**config.mk**
```make
export PLATFORM = sky130hd
export DESIGN_NAME = shift_add_multiplier
export DESIGN_NICKNAME = d
export VERILOG_FILES = /design/src/rtl/mul_pkg.sv /design/src/rtl/mul_control_fsm.sv /design/src/rtl/shift_add_multiplier.sv
export SDC_FILE = /design/constraint.sdc
export NUM_CORES = 1
export LEC_CHECK = 0
export ABC_AREA = 1
export BUFFER_PORTS_ARGS = -buffer_cell sky130_fd_sc_hd__buf_2
export CORE_MARGIN = 1
export CORE_UTILIZATION = 39
export CTS_BUF_LIST = sky130_fd_sc_hd__clkbuf_4 sky130_fd_sc_hd__clkbuf_8 sky130_fd_sc_hd__clkbuf_16
export CTS_CLUSTER_DIAMETER = 50
export DETAILED_ROUTE_END_ITERATION = 10
export PLACE_DENSITY = 0.68
export RECOVER_POWER = 50
export SYNTH_ARGS = -nofsm -noshare
export SYNTH_HDL_FRONTEND = slang
export SYNTH_SLANG_ARGS = --single-unit
```
**constraint.sdc**
```tcl
create_clock -name Clk -period 1.75 [get_ports Clk]
set_input_delay 0.0875 -clock Clk [delete_from_list [all_inputs] [get_ports Clk]]
set_output_delay 0.0875 -clock Clk [all_outputs]
set_load 0.05 [all_outputs]
```
**src/rtl/mul_pkg.sv**
```systemverilog
// rtl/mul_pkg.sv - state encoding and counter sizing shared by the shift-add multiplier.
package mul_pkg;

    typedef enum logic [1:0] {
        S_IDLE  = 2'd0,
        S_TEST  = 2'd1,
        S_SHIFT = 2'd2,
        S_DONE  = 2'd3
    } mul_state_t;

    function automatic int calc_cnt_w(input int width);
        return $clog2(width + 1);
    endfunction

endpackage

```
**src/rtl/mul_control_fsm.sv**
```systemverilog
// rtl/mul_control_fsm.sv - multiplier control FSM; Z (remaining bits zero) is honoured only with MUL_EARLY_TERM_EN.
module mul_control_fsm
    import mul_pkg::*;
(
    input  logic Clk,
    input  logic Reset,
    input  logic St,
    input  logic M,
    input  logic K,
    input  logic Z,
    output logic Load,
    output logic Sh,
    output logic Ad,
    output logic Done,
    output logic Busy
);

    mul_state_t state, state_nxt;

    always_ff @(posedge Clk) begin
        if (!Reset) begin
            state <= S_IDLE;
        end else begin
            state <= state_nxt;
        end
    end

`ifndef MUL_EARLY_TERM_EN
    logic unused_z;
    assign unused_z = Z;
`endif

    always_comb begin
        state_nxt = state;
        Load      = 1'b0;
        Sh        = 1'b0;
        Ad        = 1'b0;
        Done      = 1'b0;
        Busy      = (state == S_TEST) || (state == S_SHIFT);
        case (state)
            S_IDLE: begin
                // Mealy load so the operands are captured on the St-sampling edge itself
                Load = St & Reset;
                if (Load) state_nxt = S_TEST;
            end
            S_TEST: begin
`ifdef MUL_EARLY_TERM_EN
                if (Z) begin
                    Sh        = 1'b1;
                    state_nxt = S_DONE;
                end else
`endif
                if (M) begin
                    Ad        = 1'b1;
                    state_nxt = S_SHIFT;
                end else begin
                    Sh        = 1'b1;
                    state_nxt = K ? S_DONE : S_TEST;
                end
            end
            S_SHIFT: begin
                Sh        = 1'b1;
                state_nxt = K ? S_DONE : S_TEST;
            end
            S_DONE: begin
                Done      = 1'b1;
                state_nxt = S_IDLE;
            end
            default: state_nxt = S_IDLE;
        endcase
    end

endmodule

```
**src/rtl/shift_add_multiplier.sv**
```systemverilog
// rtl/shift_add_multiplier.sv - unsigned shift-and-add multiplier datapath plus control FSM.
// MUL_EARLY_TERM_EN adds a bulk shift once all remaining multiplier bits are zero.
module shift_add_multiplier
    import mul_pkg::*;
#(
    parameter int WIDTH = 4,
    parameter int CNT_W = calc_cnt_w(WIDTH)
) (
    input  logic               Clk,
    input  logic               Reset,
    input  logic               St,
    input  logic [WIDTH-1:0]   Mcand,
    input  logic [WIDTH-1:0]   Mplier,
    output logic [2*WIDTH-1:0] Product,
    output logic               Done,
    output logic               Busy,
    output logic               Load,
    output logic               Sh,
    output logic               Ad
);

    localparam logic [CNT_W-1:0] LAST_CNT = CNT_W'(WIDTH - 1);
    localparam logic [CNT_W-1:0] FULL_CNT = CNT_W'(WIDTH);

    // {carry, upper, lower}; the multiplier drains out of lower as the product fills in
    logic [2*WIDTH:0] acc;
    logic [WIDTH-1:0] mcand_q;
    logic [CNT_W-1:0] count;
    logic [CNT_W-1:0] shamt;
    logic             k;
    logic             z;

    assign k       = (count == LAST_CNT);
    assign Product = acc[2*WIDTH-1:0];

`ifdef MUL_EARLY_TERM_EN
    always_comb begin
        z = 1'b1;
        for (int i = 0; i < WIDTH; i++) begin
            if (i < WIDTH - int'(count) && acc[i]) z = 1'b0;
        end
    end

    // z is never set in SHIFT since bit 0 still holds the 1 that caused the add
    assign shamt = z ? (FULL_CNT - count) : CNT_W'(1);
`else
    assign z     = 1'b0;
    assign shamt = CNT_W'(1);
`endif

    always_ff @(posedge Clk) begin
        if (!Reset) begin
            acc     <= '0;
            mcand_q <= '0;
            count   <= '0;
        end else if (Load) begin
            acc     <= {{(WIDTH + 1){1'b0}}, Mplier};
            mcand_q <= Mcand;
            count   <= '0;
        end else if (Ad) begin
            acc[2*WIDTH:WIDTH] <= {1'b0, acc[2*WIDTH-1:WIDTH]} + {1'b0, mcand_q};
        end else if (Sh) begin
            acc   <= acc >> shamt;
            count <= count + shamt;
        end
    end

    mul_control_fsm u_ctrl (
        .Clk   (Clk),
        .Reset (Reset),
        .St    (St),
        .M     (acc[0]),
        .K     (k),
        .Z     (z),
        .Load  (Load),
        .Sh    (Sh),
        .Ad    (Ad),
        .Done  (Done),
        .Busy  (Busy)
    );

endmodule

```
Yosys cells after proc, flatten, opt, wreduce, memory -nomap -nowiden
Cells that the tools add are included.

Bits in registers: 18. Input bits: 11. Output and inout bits: 13.

Add/sub/neg operators: 2. Equal/unequal tests: 6. Mux-type cells: 14. Bitwise logic cells: 3. Reductions and logical operators: 7.

Operators with widths (count): 2-to-1 mux 9 bit (1); 2-to-1 mux 4 bit (2); case mux 2 bit (4 select lines) (1); 2-to-1 mux 2 bit (3); adder 4 x 4 -> 5 bit (1); 2-to-1 mux 1 bit (5); 2-to-1 mux 5 bit (1); equality test 2 bit (second input constant) (2); AND reduction 2 bit (2); nonzero test 2 bit (2); adder 3 x 1 -> 3 bit (second input constant) (1); equality test 3 x 2 -> 1 bit (second input constant) (1); equality test 2 x 1 -> 1 bit (second input constant) (1); zero test 2 bit (1); != test 2 x 1 -> 1 bit (second input constant) (1); != test 2 bit (second input constant) (1); inverter 1 bit (2); case mux 1 bit (2 select lines) (1); OR reduction 2 bit (1); AND 1 bit (1); logical OR 1 bit (1).

Logic depth before layout (Yosys ltp)
Gate-level depths: netlist of run 1.

Depth after elaboration: 5. Depth in mapped cells: 10.

Hierarchy
From an unflattened synthesis of run 1, not the netlist that was laid out.

Cells, all modules: 149. Area total of the unflattened synthesis: 1083.5 um2.

By module, submodules not included: shift_add_multiplier (times used 1, cells each 121, area each 890.9 um2, sequential area each 320.3 um2); mul_control_fsm (times used 1, cells each 28, area each 192.7 um2, sequential area each 40.0 um2).

Worst setup path before layout of run 1
Ideal clock, no wire load.

Kind: reg2reg. Start point: reg u_ctrl.state[0]. End point: reg acc[1]. Data arrival time: 1561 ps. Required time: 1634 ps. Path slack: 73 ps. Cell stages (with the launch flop): 8. Buffers on the path: 0. Clock period less this slack: 1677 ps. Cells stage by stage: dfxtp_1 -> inv_1 -> ha_1 -> nand3_2 -> nand2_1 -> nand2_1 -> o21ai_1 -> nor2_1.

Cells in the longest elaborated chain, start to end: 4. Elaborated cells on any way between the ends: 10.

RTL lines: from (decl) (RTL line mul_control_fsm.sv:18) `mul_state_t state, state_nxt;`; from (signal assigned) (RTL line mul_control_fsm.sv:24) `state <= state_nxt;`; equality test 2 bit, or another cell as far along (RTL line mul_control_fsm.sv:40) `case (state)`; case mux 1 bit (2 select lines) / 2-to-1 mux 1 bit (equally long branches) (RTL line mul_control_fsm.sv:40); nonzero test 2 bit (no line) / != test 2 bit (equally long branches); AND reduction 2 bit (no line); to (signal assigned) (RTL line shift_add_multiplier.sv:57) `acc <= {{(WIDTH + 1){1'b0}}, Mplier};`; to (signal, indexed assignment) (RTL line shift_add_multiplier.sv:61) `acc[2*WIDTH:WIDTH] <= {1'b0, acc[2*WIDTH-1:WIDTH]} + {1'b0, mcand_q};`; to (signal assigned) (RTL line shift_add_multiplier.sv:63) `acc <= acc >> shamt;`; to (decl) (RTL line shift_add_multiplier.sv:26) `logic [2*WIDTH:0] acc;`.

Parallel ways exist; a longest one is shown, timed or not. A chain may end at the register's enable or synchronous reset.

Worst setup path after layout of run 1
Start point: reg u_ctrl.state[1]. End point: out Sh.

Cells in the longest elaborated chain, start to end: 2. Elaborated cells on any way between the ends: 3.

RTL lines: equality test 2 bit / equality test 2 x 1 -> 1 bit (equally long branches) (RTL line mul_control_fsm.sv:40); case mux 1 bit (2 select lines) (*) (RTL line mul_control_fsm.sv:40); to (decl) (RTL line shift_add_multiplier.sv:18) `output logic Sh,`.

Mark *: on every way between the ends. The rest lies on a longest branch, timed or not.

==> results.toml, run 1 <==
[layout]
final_cells = 202
syn_to_final_growth_pct = 13.0
drive_gt1_share_pct = 21.1
final_nets = 197
utilization_pct = 46.2
n_antenna_cell = 0
finalInstanceArea_um2 = 1270

[route]
drtPass1Iterations = 4
ant_nets = 0
vias = 968
drc_errors = 0
drt-initial-drc-count = 18
viasPerCell = 4.79
drt-total-wl_um = 2250
wl_per_cell_um = 11.1

[cts]
clockRootBuffer = "clkbuf_4"
cts_tree = "yes"
clock_sinks = 18
cts_buffers = 3
cts_buffer_depth = 2
htree_levels = 1
clkTransAtPathRegs_ns = 0.11
clock_latency_ns = 0.30
post_cts_buffers = 0

[grt]
grt_pass1_vias = 903
grt_pass1_wl_um = 3850
grt_max_degree = 11
grtUsageTotal_pct = 15.6
grt_antenna_before_repair = 0
grt-ovfl-total = 0

[power]
power_density_nw_per_um2 = 760
power.leakage_nw = 0.607
worst_ir_drop_vdd_mv = 0.352
finalPower_uw = 969

[place]
hpwl_um = 1760
dp.cells = 196
port_buffers = 23
gp_congestion = 0.793
dpl_cell_area_um2 = 1220

[timing]
worstMarginPinSlew_ns = 0.594
fin_crit_sh_pct = 94.2
finalHoldViolCount = 0
period_needed_ns = 1.65
max_freq_mhz = 606
finalMaxSlewViolations = 0
finClkSkew_ns = 0.00778
tns_ns = 0
slew_headroom_pct = 60.6
grt_setup_unrepaired = "yes"
finalSetupViolCount = 0

[setup_path]
worstSetupStartpointType = "flip-flop"
path_max_fanout = 5
arrival_ns = 1.56
crit_type = "reg -> out"
crit_required_ns = 1.66
endpoint_kind = "primary output"

[logic_synthesis]
syn-instance-count = 150
ys_ff_latch = 18
synthesis.nets = 175
netlist-cell-type-count = 23
yosysWarnings = 0
synth.cell_area_um2 = 1130
ys_seq_area_share_pct = 31.9
avgSynthCellArea_um2 = 7.52

[die]
initial_core_util_pct = 40.9
dieWidth_um = 55.8
pin_count = 24
fp.dieH_um = 55.8
dieArea_um2 = 3110
row_count = 19
coreArea_um2 = 2760

[outcome]
outcome = "finished clean"

[run]
maxCapViolations = 0

[min_path]
hp-class = "in -> reg"
[power by group]
| part | total [mW] | internal, mW | switching (mW) |
|---|---|---|---|
| clock | 0.258 | 0.127 | 0.131 |
| combinational | 0.251 | 0.0801 | 0.171 |
| sequential | 0.460 | 0.439 | 0.0218 |
[flip-flops by register name, summed over array words and instances, names as in the netlist]
register,cells
u_ctrl.state,2
count,3
acc,9
mcand_q,4
[synthesized netlist by cell type]
cell type / n / area [µm²]
a21boi_0: 1 / 7.51
a21oi_1: 11 / 55.1
a22o_2: 3 / 30.0
a31oi_1: 1 / 6.26
buf_4: 8 / 60.1
clkinv_4: 1 / 8.76
dfxtp_1: 18 / 360
fa_1: 1 / 20.0
ha_1: 13 / 163
inv_1: 16 / 60.1
inv_2: 3 / 11.3
nand2_1: 36 / 135
nand2_2: 4 / 25.0
nand2_4: 1 / 11.3
nand3_1: 5 / 25.0
nand3_2: 1 / 10.0
nand3_4: 1 / 17.5
nand4_1: 1 / 6.26
nor2_1: 11 / 41.3
o211ai_1: 1 / 7.51
o21ai_0: 8 / 40.0
o21ai_1: 3 / 15.0
or2_2: 2 / 12.5
[metal layers]
layer	vias up	part of all wire (%)	track usage, %
li1	518	-	-
met1	422	47	20.2
met2	24	47	26.5
met3	4	4.8	2.33
met4	0	0.76	5.36
met5	-	0	0
[logic make-up after synthesis]
logic type,after synthesis,synth area share [%]
flip-flops,18,31.9
AND/OR/NAND/NOR,62,25.2
adder cells (fa/ha/maj),14,16.2
buffers and inverters,28,12.4
AO/OA/AOI/OAI,28,14.3
[worst paths after layout]
kind / slack [ns] / from / to / depth (start not counted)
worst max-delay path: 0.10 / u_ctrl.state[1] / Sh / 7
worst min-delay path: 0.01 / Mcand[0] / mcand_q[0] / 2
worst max register to register: 0.15 / u_ctrl.state[0] / mcand_q[2] / 6
worst min register to register: 0.47 / acc[8] / acc[8] / 2
[placed cells by master (no fill, tap or decap), types with 5 or more instances in the layout]
cell      Yosys  layout
clkbuf_1      0       9
clkbuf_4      0       5
dfxtp_1      18      16
o21ai_0       8       8
a21oi_1      11      11
ha_1         13      12
inv_1        16      16
nor2_1       11      11
nand2_1      36      37
buf_2         0      12
nand3_1       5       5
[critical path, cell delays in order, from the launching register on]
cell	delay, ns
dfxtp_2	0.36
inv_1	0.12
ha_2	0.24
nand2_1	0.09
nand2_2	0.09
nand2_2	0.08
inv_1	0.07
clkbuf_4	0.22
[cell type report]
class / instances / area, µm²
repair buffers: 25 / 129
fillers: 296 / 1480
flip-flops and latches: 18 / 363
clock buffers: 4 / 36.3
inverters: 20 / 80.1
well taps: 31 / 38.8
multi-input cells: 104 / 628
[stage by stage]
stage,setup WS [ns],hold WS (ns)
4_1_cts,0.00412,0.00810
3_3_place_gp,0.247,0.308
6_report,0.101,0.0135
3_5_place_dp,0.187,0.295
5_1_grt,-0.0156,0.00755
2_1_floorplan,0.0732,0.200
[repair_timing]
item | in CTS | in global routing
resized for setup | 0 | 5
hold buffers | 2 | 0
endpoints found under the setup margin | 0 | 3
endpoints found under the hold margin | 2 | 0
Power figures use the tool's default switching activity.
==> inputs of run 2 (changes only) <==
Settings changed: PLACE_DENSITY 0.68 to 0.69.
==> run 2 against run 1 <==
Total power fell by 5.8%; worst hold slack got worse by 0.014 ns; via count fell by 0.83%; critical path depth fell by 2; register-to-register slack barely moved; clock skew fell by 0.0036 ns; sequential power barely moved; largest power group unchanged; non-clock buffer count fell by 2; core utilization fell by 1.5 points; the run now ends with negative hold slack left.
==> results.toml, run 2 (synthesis results as in run 1) <==
[place]
gp_congestion = 0.797
port_buffers = 23
hpwl_um = 1730
dpl_cell_area_um2 = 1220
dp.cells = 196

[layout]
multi_input_area_um2 = 623
syn_to_final_growth_pct = 9.42
top_regs = "acc: 9 flops, mcand_q: 4 flops, count: 3 flops"
final_common_cell = "nand2_1"
top_register = "acc"
final_cells = 199
n_antenna_cell = 0
drive_gt1_share_pct = 19.6
finalInstanceArea_um2 = 1230
fill_cells = 283
seqCellArea_um2 = 362
final_nets = 195
largest_reg_flops = 9
layout_common_cells = "nand2_1, dfxtp_1, inv_1"

[die]
dieArea_um2 = 3110
dieWidth_um = 55.8
row_count = 19
pin_count = 24
initial_core_util_pct = 40.9
fp.dieH_um = 55.8
coreArea_um2 = 2760

[power]
p_comb_share_pct = 26.9
power.leakage_nw = 0.591
power_density_nw_per_um2 = 739
power.internal_uw = 595
seqPwrFrac_pct = 50.3
p_sw_uw = 319
worst_ir_drop_vdd_mv = 0.413
p_sw_share_pct = 34.9
clkPwrFrac_pct = 22.8

[setup_path]
crit_required_ns = 1.66
path_max_fanout = 9
endpoint_kind = "primary output"
worstSetupStartpointType = "flip-flop"
rrSetupSlack_ns = 0.14
r2r-end = "mcand_q[2]"
arrival_ns = 1.59
timing.rr.start = "u_ctrl.state[0]"
reg2reg_depth = 6
crit_type = "reg -> out"

[timing]
worstMarginPinSlew_ns = 0.598
period_needed_ns = 1.68
finalMaxSlewViolations = 0
tns_ns = 0
finClkSkew_ns = 0.00421
finalSetupViolCount = 0
holdWs_ns = -0.000590
grt_setup_unrepaired = "no"
max_freq_mhz = 595
fin_crit_sh_pct = 96.1
finalHoldViolCount = 1
slew_headroom_pct = 60.3

[cts]
cts_buffers = 3
htree_levels = 1
clockRootBuffer = "clkbuf_4"
clock_sinks = 18
cts_tree = "yes"
cts_buffer_depth = 2
clock_latency_ns = 0.29
hold_buffers = 0
clkTransAtPathRegs_ns = 0.10

[run]
maxCapViolations = 0

[grt]
grt_pass1_vias = 881
grtUsageTotal_pct = 15.1
grt_antenna_before_repair = 0
gr-usage-met3_pct = 2.79
grt_max_degree = 10
grt-ovfl-total = 0
grt_pass1_wl_um = 3690
grt.met2_usage_pct = 25.0
grt_use_met1_pct = 18.8
busiest_layer = "met2"

[outcome]
outcome = "complete, but fails checks"
violations = "negative hold slack"

[min_path]
hold_path_depth = 3
min_from = "Mcand[1]"
hold_path_end = "mcand_q[1]"
hp-class = "in -> reg"

[route]
wl_per_cell_um = 11.0
ant_nets = 0
drt-initial-drc-count = 22
drtPass1Iterations = 4
vias = 960
drt-total-wl_um = 2190
drc_errors = 0
viasPerCell = 4.82
## run 2: cell count changes in the layout (fill, tap and decap cells not counted), sizes merged
| cell | before | now |
|---|---|---|
| dlygate4sd3 | 2 | 0 |
| clkbuf | 15 | 14 |
## run 2: how the worst max path moves through the flow
stage               startpoint  endpoint  slack [ns]  cells past startpoint
2_1_floorplan  u_ctrl.state[0]    acc[1]        0.07                      7
3_3_place_gp            acc[4]    acc[8]        0.26                      8
3_5_place_dp   u_ctrl.state[1]  count[2]        0.22                      6
4_1_cts        u_ctrl.state[1]        Sh       0.008                      7
5_1_grt        u_ctrl.state[0]      Load        0.01                      5
6_report       u_ctrl.state[0]      Load        0.07                      5
## run 2: layout make-up
type                            instances  area share (%)
Clock buffer                            3            1.82
Inverter                               20            6.48
Multi-Input combinational cell        104            50.5
Sequential cell                        18            29.3
Tap cell                               31            3.14
Timing Repair Buffer                   23            8.81
## run 2: stage by stage
| step | setup slack [ns] | power, mW | util, % |
|---|---|---|---|
| final | 0.0681 | 0.913 | 44.8 |
| after global routing | 0.0107 | 0.963 | 44.8 |
| after CTS | 0.00826 | 0.922 | 45.1 |
| after detailed placement | 0.216 | 0.716 | 44.3 |
| after global placement | 0.258 | 0.710 | 44.3 |
| after floorplan | 0.0732 | 0.668 | - |
## run 2: layer usage
layer | part of all wire [%] | wire, µm
met4 | 1.7 | 37
met3 | 4.3 | 95
met5 | 0 | 0
met2 | 45 | 997
met1 | 48 | 1060
## run 2: worst max-delay path, stage by stage, from the launching register on
cell      delay, ns
dfxtp_1        0.40
inv_1          0.13
ha_1           0.26
nand3_4        0.16
clkinv_4       0.12
clkbuf_4       0.23
## run 2: timing repair
item                       in CTS  in global routing
setup endpoints to repair       0                  4
gates resized for setup         0                  5
setup buffers                   0                  0
## run 2: power by group through the flow
stage                     registers, mW  logic, mW  clock network [mW]
after floorplan                   0.463      0.205                   0
after global placement            0.467      0.243                   0
after detailed placement          0.468      0.248                   0
after CTS                         0.458      0.250               0.213
after global routing              0.463      0.277               0.223
final                             0.459      0.246               0.209
==> inputs of run 3 (changes only) <==
Clock period 1.75 ns to 1.8 ns, I/O delays scaled along.
==> run 3 against run 2 <==
The run now ends clean; total power fell by 2.9%; first-iteration DRC count rose by 9.1%; via count rose by 1.5%; largest cell class unchanged; flip-flop and latch count did not move; worst hold slack improved by 0.0024 ns; combinational power fell by 3%; clock power fell by 3%.
==> results.toml, run 3 (synthesis results as in run 1) <==
[setup_path]
worstSetupStartpointType = "flip-flop"
path_max_fanout = 9
crit_required_ns = 1.71
endpoint_kind = "primary output"
arrival_ns = 1.60
crit_type = "reg -> out"
rrSetupSlack_ns = 0.19

[grt]
grtUsageTotal_pct = 15.1
grt_pass1_wl_um = 3690
grt_antenna_before_repair = 0
grt_pass1_vias = 881
grt-ovfl-total = 0
grt_max_degree = 10

[power]
p_sw_uw = 310
power.leakage_nw = 0.591
worst_ir_drop_vdd_mv = 0.406
power_density_nw_per_um2 = 720
seqPwrFrac_pct = 50.3
clkPwrFrac_pct = 22.9
p_sw_share_pct = 34.9
p_comb_share_pct = 26.8
power.internal_uw = 577

[layout]
syn_to_final_growth_pct = 9.09
final_common_cell = "nand2_1"
n_antenna_cell = 0
top_register = "acc"
layout_common_cells = "nand2_1, dfxtp_1, inv_1"
largest_reg_flops = 9
fill_cells = 282
multi_input_area_um2 = 623
final_nets = 195
top_regs = "acc: 9 flops, mcand_q: 4 flops, count: 3 flops"
seqCellArea_um2 = 360
drive_gt1_share_pct = 19.0
finalInstanceArea_um2 = 1230

[timing]
worstMarginPinSlew_ns = 0.598
fin_crit_sh_pct = 93.7
finalHoldViolCount = 0
finClkSkew_ns = 0.00451
tns_ns = 0
max_freq_mhz = 593
finalSetupViolCount = 0
grt_setup_unrepaired = "no"
period_needed_ns = 1.69
slew_headroom_pct = 60.3
finalMaxSlewViolations = 0

[route]
vias = 974
ant_nets = 0
viasPerCell = 4.89
wl_per_cell_um = 11.1
drtPass1Iterations = 4
drt-initial-drc-count = 24
drc_errors = 0
drt-total-wl_um = 2200

[place]
hpwl_um = 1730
dpl_cell_area_um2 = 1220
port_buffers = 23
gp_congestion = 0.797

[die]
initial_core_util_pct = 40.9
pin_count = 24
dieWidth_um = 55.8
dieArea_um2 = 3110
row_count = 19
fp.dieH_um = 55.8
coreArea_um2 = 2760

[min_path]
hp-class = "in -> reg"

[cts]
hold_buffers = 0
post_cts_resized = 0
cts_buffer_depth = 2
cts_tree = "yes"
clkTransAtPathRegs_ns = 0.10
cts_buffers = 3
clock_latency_ns = 0.29
post_cts_buffers = 0
htree_levels = 1
clockRootBuffer = "clkbuf_4"
clock_sinks = 18

[run]
maxCapViolations = 0

[outcome]
outcome = "finished clean"
==> run 3: cell types whose count changed in the layout (fill, tap and decap cells not counted) <==
cell / previous run / this run
o21ai_1: 4 / 3
dfxtp_2: 1 / 0
o21ai_0: 7 / 8
dfxtp_1: 17 / 18
buf_2: 12 / 13
clkbuf_4: 5 / 4
==> run 3: final cells by class <==
| cell class | count | share of cell area [%] |
|---|---|---|
| multi-input combinational | 104 | 50.6 |
| tap | 31 | 3.15 |
| timing repair buffer | 23 | 8.64 |
| clock buffer | 3 | 1.83 |
| sequential | 18 | 29.3 |
| inverter | 20 | 6.50 |
==> run 3: routing by layer <==
metal	track usage [%]	wire length, µm
met5	0	0
met4	7.14	37
met3	2.79	113
met2	25.0	1010
met1	18.8	1040
==> run 3: worst max-delay path: stages, from the launching register on <==
cell and delay, ns:
dfxtp_1 0.35, inv_1 0.15, ha_1 0.24, nand3_4 0.16, clkinv_4 0.12, buf_2 0.27
==> run 3: final timing paths <==
| kind | startpoint | endpoint | depth (start not counted) |
|---|---|---|---|
| worst max-delay path | u_ctrl.state[0] | Load | 5 |
| worst min-delay path | Mcand[1] | mcand_q[1] | 3 |
| worst max register to register | u_ctrl.state[0] | mcand_q[2] | 6 |
| worst min register to register | acc[8] | acc[8] | 2 |
==> run 3: power groups by stage <==
stage | combinational, mW | sequential [mW] | clock, mW
2_1_floorplan | 0.199 | 0.450 | 0
3_3_place_gp | 0.236 | 0.454 | 0
3_5_place_dp | 0.242 | 0.455 | 0
4_1_cts | 0.243 | 0.446 | 0.207
5_1_grt | 0.268 | 0.450 | 0.216
6_report | 0.238 | 0.446 | 0.203
==> run 3: stage by stage <==
stage	util [%]	total power [mW]	cells	setup WS, ns	hold slack (ns)
CTS	45.1	0.897	199	0.0558	0.00353
floorplan	-	0.650	150	0.123	0.203
detailed placement	44.3	0.697	196	0.266	0.308
global route	44.6	0.934	199	0.0356	0.00871
global placement	44.3	0.690	196	0.308	0.303
finish	44.6	0.887	199	0.113	0.00178
